File: src/rtl/packet_echo_buffer.sv
// Packet echo buffer: queues received packets in a circular FIFO and launches them, optionally
// transformed, to a downstream sender using a launch-pulse / busy handshake.
module packet_echo_buffer #(
    parameter int unsigned PACKET_SIZE = 4,
    parameter int unsigned DEPTH       = 4,
    localparam int unsigned AW         = $clog2(DEPTH),
    localparam int unsigned PW         = 8 * PACKET_SIZE
) (
    input  logic          hwclk,
    input  logic          rst,
    input  logic [PW-1:0] rx_packet,
    input  logic          rx_ready,
    input  logic [1:0]    mode,
    input  logic          tx_busy,
    output logic [PW-1:0] tx_packet,
    output logic          tx_enable,
    output logic [AW:0]   count,
    output logic          overflow,
    output logic [7:0]    drop_count,
    output logic          led
);

    localparam int unsigned CW = AW + 1;
    localparam logic [CW-1:0] FullCount = CW'(DEPTH);

    typedef enum logic [1:0] {
        StIdle,
        StLaunch,
        StWaitHi,
        StWaitLo
    } state_e;

    state_e        state_q;
    logic [PW-1:0] mem_q [DEPTH];
    logic [AW-1:0] wr_ptr_q;
    logic [AW-1:0] rd_ptr_q;
    logic [1:0]    wait_q;

    logic not_empty;
    logic full;
    logic pop;
    logic push;
    logic drop;

    function automatic logic [PW-1:0] transform(input logic [PW-1:0] d, input logic [1:0] m);
        logic [PW-1:0] r;
        r = d;
        case (m)
            2'd1: begin
                for (int i = 0; i < int'(PACKET_SIZE); i++) begin
                    r[8*i +: 8] = d[8*(int'(PACKET_SIZE) - 1 - i) +: 8];
                end
            end
            2'd2:    r = ~d;
            default: r = d;
        endcase
        return r;
    endfunction

    // A pop frees a slot in the same cycle, so a full FIFO can still accept while launching.
    always_comb begin
        not_empty = (count != '0);
        full      = (count == FullCount);
        pop       = (state_q == StIdle) && not_empty && !tx_busy;
        push      = rx_ready && (!full || pop);
        drop      = rx_ready && !push;
    end

    always_ff @(posedge hwclk) begin
        if (rst) begin
            state_q    <= StIdle;
            wr_ptr_q   <= '0;
            rd_ptr_q   <= '0;
            wait_q     <= '0;
            count      <= '0;
            tx_packet  <= '0;
            tx_enable  <= 1'b0;
            overflow   <= 1'b0;
            drop_count <= '0;
            led        <= 1'b0;
        end else begin
            if (push) begin
                mem_q[wr_ptr_q] <= rx_packet;
                wr_ptr_q        <= wr_ptr_q + AW'(1);
            end
            if (pop) begin
                rd_ptr_q <= rd_ptr_q + AW'(1);
            end

            if (push && !pop) begin
                count <= count + CW'(1);
            end else if (pop && !push) begin
                count <= count - CW'(1);
            end

            if (drop) begin
                overflow <= 1'b1;
                if (drop_count != 8'hFF) begin
                    drop_count <= drop_count + 8'd1;
                end
            end

            tx_enable <= 1'b0;
            case (state_q)
                StIdle: begin
                    if (pop) begin
                        tx_packet <= transform(mem_q[rd_ptr_q], mode);
                        tx_enable <= 1'b1;
                        led       <= ~led;
                        state_q   <= StLaunch;
                    end
                end
                StLaunch: begin
                    wait_q  <= '0;
                    state_q <= StWaitHi;
                end
                // Give the sender four cycles to raise busy; otherwise treat the packet as sent.
                StWaitHi: begin
                    if (tx_busy) begin
                        state_q <= StWaitLo;
                    end else if (wait_q == 2'd3) begin
                        state_q <= StIdle;
                    end else begin
                        wait_q <= wait_q + 2'd1;
                    end
                end
                StWaitLo: begin
                    if (!tx_busy) begin
                        state_q <= StIdle;
                    end
                end
                default: state_q <= StIdle;
            endcase
        end
    end

endmodule

File: config.mk
export PLATFORM = sky130hd
export DESIGN_NAME = packet_echo_buffer
export DESIGN_NICKNAME = d
export VERILOG_FILES = /design/src/rtl/packet_echo_buffer.sv
export SDC_FILE = /design/constraint.sdc
export NUM_CORES = 1
export LEC_CHECK = 0
export ABC_AREA = 1
export ABC_CLOCK_PERIOD_IN_PS = 3200
export CORE_UTILIZATION = 35
export DETAILED_ROUTE_END_ITERATION = 16
export PLACE_DENSITY_LB_ADDON = 0.1
export SYNTH_ARGS = -nofsm -noshare
export SYNTH_HDL_FRONTEND = slang
export SYNTH_SLANG_ARGS = --single-unit
File: constraint.sdc
create_clock -name hwclk -period 3.2 [get_ports hwclk]
set_input_delay 0.64 -clock hwclk [delete_from_list [all_inputs] [get_ports hwclk]]
set_output_delay 0.64 -clock hwclk [all_outputs]
set_load 0.03 [all_outputs]
==> results of run 1 <==
==> power breakdown <==
group / switching [W] / internal [W] / total [W]
sequential: 0.000157 / 0.00285 / 0.00301
clock: 0.000902 / 0.00109 / 0.00199
combinational: 0.00169 / 0.000885 / 0.00257
total: 0.00275 / 0.00483 / 0.00757
==> stage by stage <==
stage               area, um^2  hold WS, ps  setup WS, ps  power (W)
finish                    9800          449           877    0.00757
global route              9800          475           650    0.00810
CTS                       9800          453           877    0.00767
detailed placement        9250          442           446    0.00567
global placement          9250          440           458    0.00566
floorplan                 8110          429           307    0.00486
==> registers in the layout (all words and copies together), names as in the netlist, named ones only <==
name,cells
led,1
rd_ptr_q,2
overflow,1
tx_packet,32
wr_ptr_q,2
tx_enable,1
drop_count,8
wait_q,2
count,3
mem_q,128
state_q,2
==> layout by cell type, fill, tap and decap left out, types with 7 or more instances in the layout <==
| master | instances |
|---|---|
| nand3_1 | 134 |
| nor2_1 | 17 |
| edfxtp_1 | 128 |
| a21oi_1 | 46 |
| clkbuf_16 | 17 |
| ha_1 | 9 |
| inv_1 | 47 |
| inv_2 | 14 |
| nand2_1 | 315 |
| clkdlybuf4s50_1 | 83 |
| buf_4 | 15 |
| dfxtp_1 | 55 |
| o21ai_0 | 37 |
| o21ai_1 | 7 |
==> cell families (layout without fill, tap and decap cells) <==
group | Yosys count | after routing | synth area share, %
AOI/OAI and AO/OA | 91 | 91 | 5.64
buffers and inverters | 110 | 198 | 6.11
and+or+nand+nor | 480 | 480 | 24.7
DFF | 184 | 184 | 61.2
adders and majority gates | 10 | 10 | 1.63
xor gates and xnor gates | 7 | 7 | 0.756
==> Yosys cell counts, drive strengths merged, types with 2 or more instances <==
master,number
nor3,2
nand4,2
inv,61
clkbuf,12
edfxtp,128
nor2,24
o21ai,44
nand2,316
clkinv,4
buf,33
xor2,5
a21oi,46
nand3,134
xnor2,2
or2,2
ha,9
dfxtp,56
==> path summary, 6_finish.rpt <==
path                  from       end
hold reg to reg   overflow  overflow
setup / recovery   tx_busy  count[2]
hold / removal    overflow  overflow
setup reg to reg  count[0]  count[2]
==> cell type report <==
cell class	instances	area, um^2
multi-input cells	588	2680
flip-flops and latches	184	4970
clock buffers	20	447
inverters	65	244
well taps	285	357
fillers	2248	12900
repair buffers	101	1000
clock inverters	12	101
==> routing by layer <==
metal | GRT usage (%) | wire length, um | up-vias | part of all wire (%)
met2 | 29.0 | 9220 | 99 | 47
met3 | 3.36 | 683 | 13 | 3.4
li1 | - | - | 3089 | -
met4 | 4.76 | 157 | 0 | 0.79
met1 | 23.9 | 9740 | 2811 | 49
met5 | 0 | 0 | - | 0
==> worst max-delay path: cells and delay by family <==
family          cells  cell delay [ps]
fa+ha+maj           2              530
compound gates      5              560
buf+inv             5              830
simple gates        1               80
==> metrics.yaml, run 1 <==
crit_top_cell: "inv_1"
worst_pin_slew_ps: 759
routed_wl_mm: 19.8
dieHeight_um: 154
row_count: 55
cp.arrival_ps: 2640
holdCritPathClass: "flop to flop"
yosys_register_bits: 184
max_freq_mhz: 430
htreeDepth: 4
cts_tree: "done"
synth_nets: 930
synth.top_cell.area_share_pct: 47.4
cts.reportedPaths.clkPinSlew_ps: 70
numCtsBuffers: 17
ir_drop_mv: 0.512
grt-ovfl-total: 0
crit_fanout: 4
slew_violations: 0
ctsResizeCount: 0
finClkSkew_ps: 9.37
final_util_pct: 43.2
synth_top_area_cell: "edfxtp_1"
timing.max_cap.violations: 0
fin_crit_sh_pct: 72.6
wl_per_cell_um: 15.8
pin_count: 84
core-area_um2: 22700
syn_area_um2: 8110
layout.nets: 1005
timing_hold_violations_final: 0
worstPathCellList: "clkdlybuf4s50_1, inv_1, nand2_2, inv_1, o21ai_1, inv_1, ha_1, inv_1, fa_1, a21oi_1, o21ai_0, o21ai_0, a21oi_1"
seq_area_frac_synth_pct: 61.2
dp_cells: 1223
synth_cell_types: 28
rsz0062_at_grt: "no"
reg2reg_slack_ps: 1120
dp_hpwl_mm: 11.4
ant_nets: 0
grt_usage_pct: 17.7
cts-root-buf: "clkbuf_16"
vias: 6012
drc: 0
crit_slowest_cell: "clkdlybuf4s50_1"
cts_buffer_depth: 2
antenna_found_initial: 0
cp.required_ps: 3510
status: "finished clean"
avgSynthCellArea_um2: 9.20
whs_path_depth: 2
yosys_warnings: 0
fin_cells: 1255
drive_gt1_share_pct: 7.42
synth-edff-count: 128
die_x_um: 154
power_density_nw_per_um2: 772
startpoint_type: "input pin"
path_class: "input pin to flop"
syn_to_final_growth_pct: 20.8
post_cts_buffers: 0
p_leak_nw: 3.95
port_buffers: 83
ys.flop_type: "edfxtp_1"
slew_headroom_pct: 49.4
crit_path_end_kind: "flop"
finalSetupTns_ps: 0
via_per_inst: 4.79
clock-sinks: 184
place_congestion: 0.722
first_iter_violations: 294
drt-pass1-iter-count: 4
grt_max_degree: 69
die_area_um2: 23800
async_reset_ff_share_pct: 0
reg2reg_depth: 11
grt_pass1_wl_mm: 32.0
setup_viol: 0
cts_hold_buf: 0
initial_core_util_pct: 35.7
grt_pass1_vias: 5830
clkLatencyLatePin_ps: 430
yosys-top-cells-area: "edfxtp_1 (47%), nand2_1 (15%), dfxtp_1 (14%)"
synth_cells: 882
min_period_ps: 2320
diodes: 0
crit_path_max_incr_delay_ps: 450
Note: power is estimated with default switching activity, not from simulation.
==> run 2: changes to the inputs <==
--- a/config.mk
+++ b/config.mk
@@ -6,7 +6,7 @@
 export NUM_CORES = 1
 export LEC_CHECK = 0
 export ABC_AREA = 1
-export ABC_CLOCK_PERIOD_IN_PS = 3200
+export ABC_CLOCK_PERIOD_IN_PS = 1950
 export CORE_UTILIZATION = 35
 export DETAILED_ROUTE_END_ITERATION = 16
 export PLACE_DENSITY_LB_ADDON = 0.1
==> constraint.sdc (replaced) <==
create_clock -name hwclk -period 1.95 [get_ports hwclk]
set_input_delay 0.39 -clock hwclk [delete_from_list [all_inputs] [get_ports hwclk]]
set_output_delay 0.39 -clock hwclk [all_outputs]
set_load 0.03 [all_outputs]
==> run 2 against run 1 <==
  * Worst setup slack got worse by 810 ps
  * First-iteration DRC count increased by 17%
  * Die area stayed put
  * Global-route usage rose by 0.11 points
  * Sequential share of layout area shrank 1.9 points
  * Sequential power rose by 66%
  * Via count rose by 0.90%
  * Clock power rose by 73%
  * Sequential cell count is the same
  * Register-to-register slack got worse by 970 ps
  * Non-clock buffer count is 25 higher
  * Clock skew hardly changed
  * Critical path type is now flop to output port
  * Critical endpoint is now tx_packet[11]
  * Highest routed layer unchanged
==> metrics.yaml, run 2 (synthesis results as in run 1) <==
reg2reg_slack_ps: 150
nFillCells: 2220
power_density_nw_per_um2: 1270
slew_violations: 0
setup_viol: 0
crit_fanout: 2
p_seq_share_pct: 38.5
diodes: 0
pwr-share-comb_pct: 34.9
setup.worst_path.end: "tx_packet[11]"
p_leak_nw: 4.26
status: "finished clean"
r2r_start: "state_q[1]"
cts.reportedPaths.clkPinSlew_ps: 70
wl_per_cell_um: 15.6
timing_hold_violations_final: 0
design_area_um2: 10200
p_int_w: 0.00832
worst_pin_slew_ps: 770
worstPathCellList: "clkdlybuf4s50_1"
cp_num_cells: 1
power.share.clock_pct: 26.6
max_freq_mhz: 531
crit_slowest_cell: "clkdlybuf4s50_1"
top_register: "mem_q"
cp.required_ps: 1560
reg_top3: "mem_q x128, tx_packet x32, drop_count x8"
whs_path_depth: 2
clkLatencyLatePin_ps: 430
crit_path_end_kind: "output port"
numCtsBuffers: 17
cts_tree: "done"
reg2reg_depth: 12
antenna_found_initial: 0
drt-pass1-iter-count: 5
pin_count: 84
rsz0062_at_grt: "yes"
slew_headroom_pct: 48.7
drc: 0
min_period_ps: 1880
vias: 6066
critPathBufInv: 1
htreeDepth: 4
grt_pass1_wl_mm: 32.1
rr_endpoint: "count[2]"
finClkSkew_ps: 9.18
holdCritPathClass: "flop to flop"
die_x_um: 154
routed_wl_mm: 19.9
timing.max_cap.violations: 0
syn_to_final_growth_pct: 25.7
cts_hold_buf: 0
cp-startpoint: "tx_packet[11]"
first_iter_violations: 343
grt_usage_pct: 17.8
p_sw_share_pct: 35.7
path_class: "flop to output port"
grt_max_degree: 69
final_util_pct: 44.9
min_from: "overflow"
place_area_um2: 9580
layout_commonest_cell: "nand2_1"
startpoint_type: "flop"
grt-ovfl-total: 0
row_count: 55
die_area_um2: 23800
post_cts_buffers: 0
layout.nets: 1030
clock-sinks: 184
cp.arrival_ps: 1490
via_per_inst: 4.74
dieHeight_um: 154
mostFrequentLayoutCells: "nand2_1 (314), nand3_1 (133), edfxtp_1 (128)"
cts_buffer_depth: 2
ant_nets: 0
dp_hpwl_mm: 12.3
initial_core_util_pct: 35.7
core-area_um2: 22700
drive_gt1_share_pct: 11.1
cp_top_family: "buffers and inverters"
fin_crit_sh_pct: 96.6
crit_path_max_incr_delay_ps: 700
place_congestion: 0.761
ir_drop_mv: 0.607
p_switching_w: 0.00463
cts-root-buf: "clkbuf_16"
largest_reg_flops: 128
port_buffers: 83
grt_pass1_vias: 5866
run 2: cell types whose count changed in the layout (fill, tap and decap cells not counted), sizes merged:
cell,delta
clkdlybuf4s50,-9
dlygate4sd2,+4
dlymetal6s2s,+5
inv,+4
clkinvlp,-3
bufinv,-1
clkinv,-4
clkbuf,+4
buf,+25
run 2: what timing repair did:
action | 4_1_cts | 5_1_grt
hold endpoints to repair | 0 | 0
pin swaps | 0 | 3
cloned | 0 | 0
gates resized for setup | 4 | 14
endpoints found under the setup margin | 4 | 7
run 2: metrics by stage:
| step | hold slack, ps | TNS (ps) | power [W] | instances | setup WS [ps] |
|---|---|---|---|---|---|
| 6_report | 451 | 0 | 0.0130 | 1280 | 66.2 |
| 5_1_grt | 471 | -42.5 | 0.0138 | 1280 | -32.7 |
| 4_1_cts | 455 | 0 | 0.0131 | 1280 | 2.94 |
| 3_5_place_dp | 443 | -38860 | 0.00958 | 1248 | -406 |
| 3_3_place_gp | 439 | -36180 | 0.00957 | 1248 | -396 |
| 2_1_floorplan | 429 | 0 | 0.00803 | 882 | 6.84 |
run 2: power groups by stage:
stage	Combinational (W)	Sequential, W	Clock [W]
floorplan	0.00243	0.00560	0
global route	0.00505	0.00505	0.00368
finish	0.00453	0.00499	0.00344
detailed placement	0.00451	0.00507	0
global placement	0.00450	0.00508	0
CTS	0.00454	0.00499	0.00354
run 2: worst min-delay path: stages, from the launching register on:
cell	delay, ps
dfxtp_1	310
inv_1	40
a21oi_1	50
run 2: final cells by class:
type                    count  area [um^2]  area share [%]
multi-input cells         588         2710            26.6
clock inverters             8         50.0           0.491
flip-flops and latches    184         4970            48.8
well taps                 285          357            3.50
clock buffers              24          539            5.29
inverters                  65          244            2.39
repair buffers            126         1320            13.0
run 2: worst min path at each step:
stage	end
2_1_floorplan	wait_q[0]
3_3_place_gp	overflow
3_5_place_dp	overflow
4_1_cts	overflow
5_1_grt	overflow
6_report	overflow
run 2: metal layers:
layer	track usage, %	routed length, um	vias up	part of all wire [%]
met4	5.23	196	0	0.98
met5	0	0	-	0
met3	3.89	725	19	3.6
li1	-	-	3136	-
met1	23.9	9790	2806	49
met2	28.7	9200	105	46
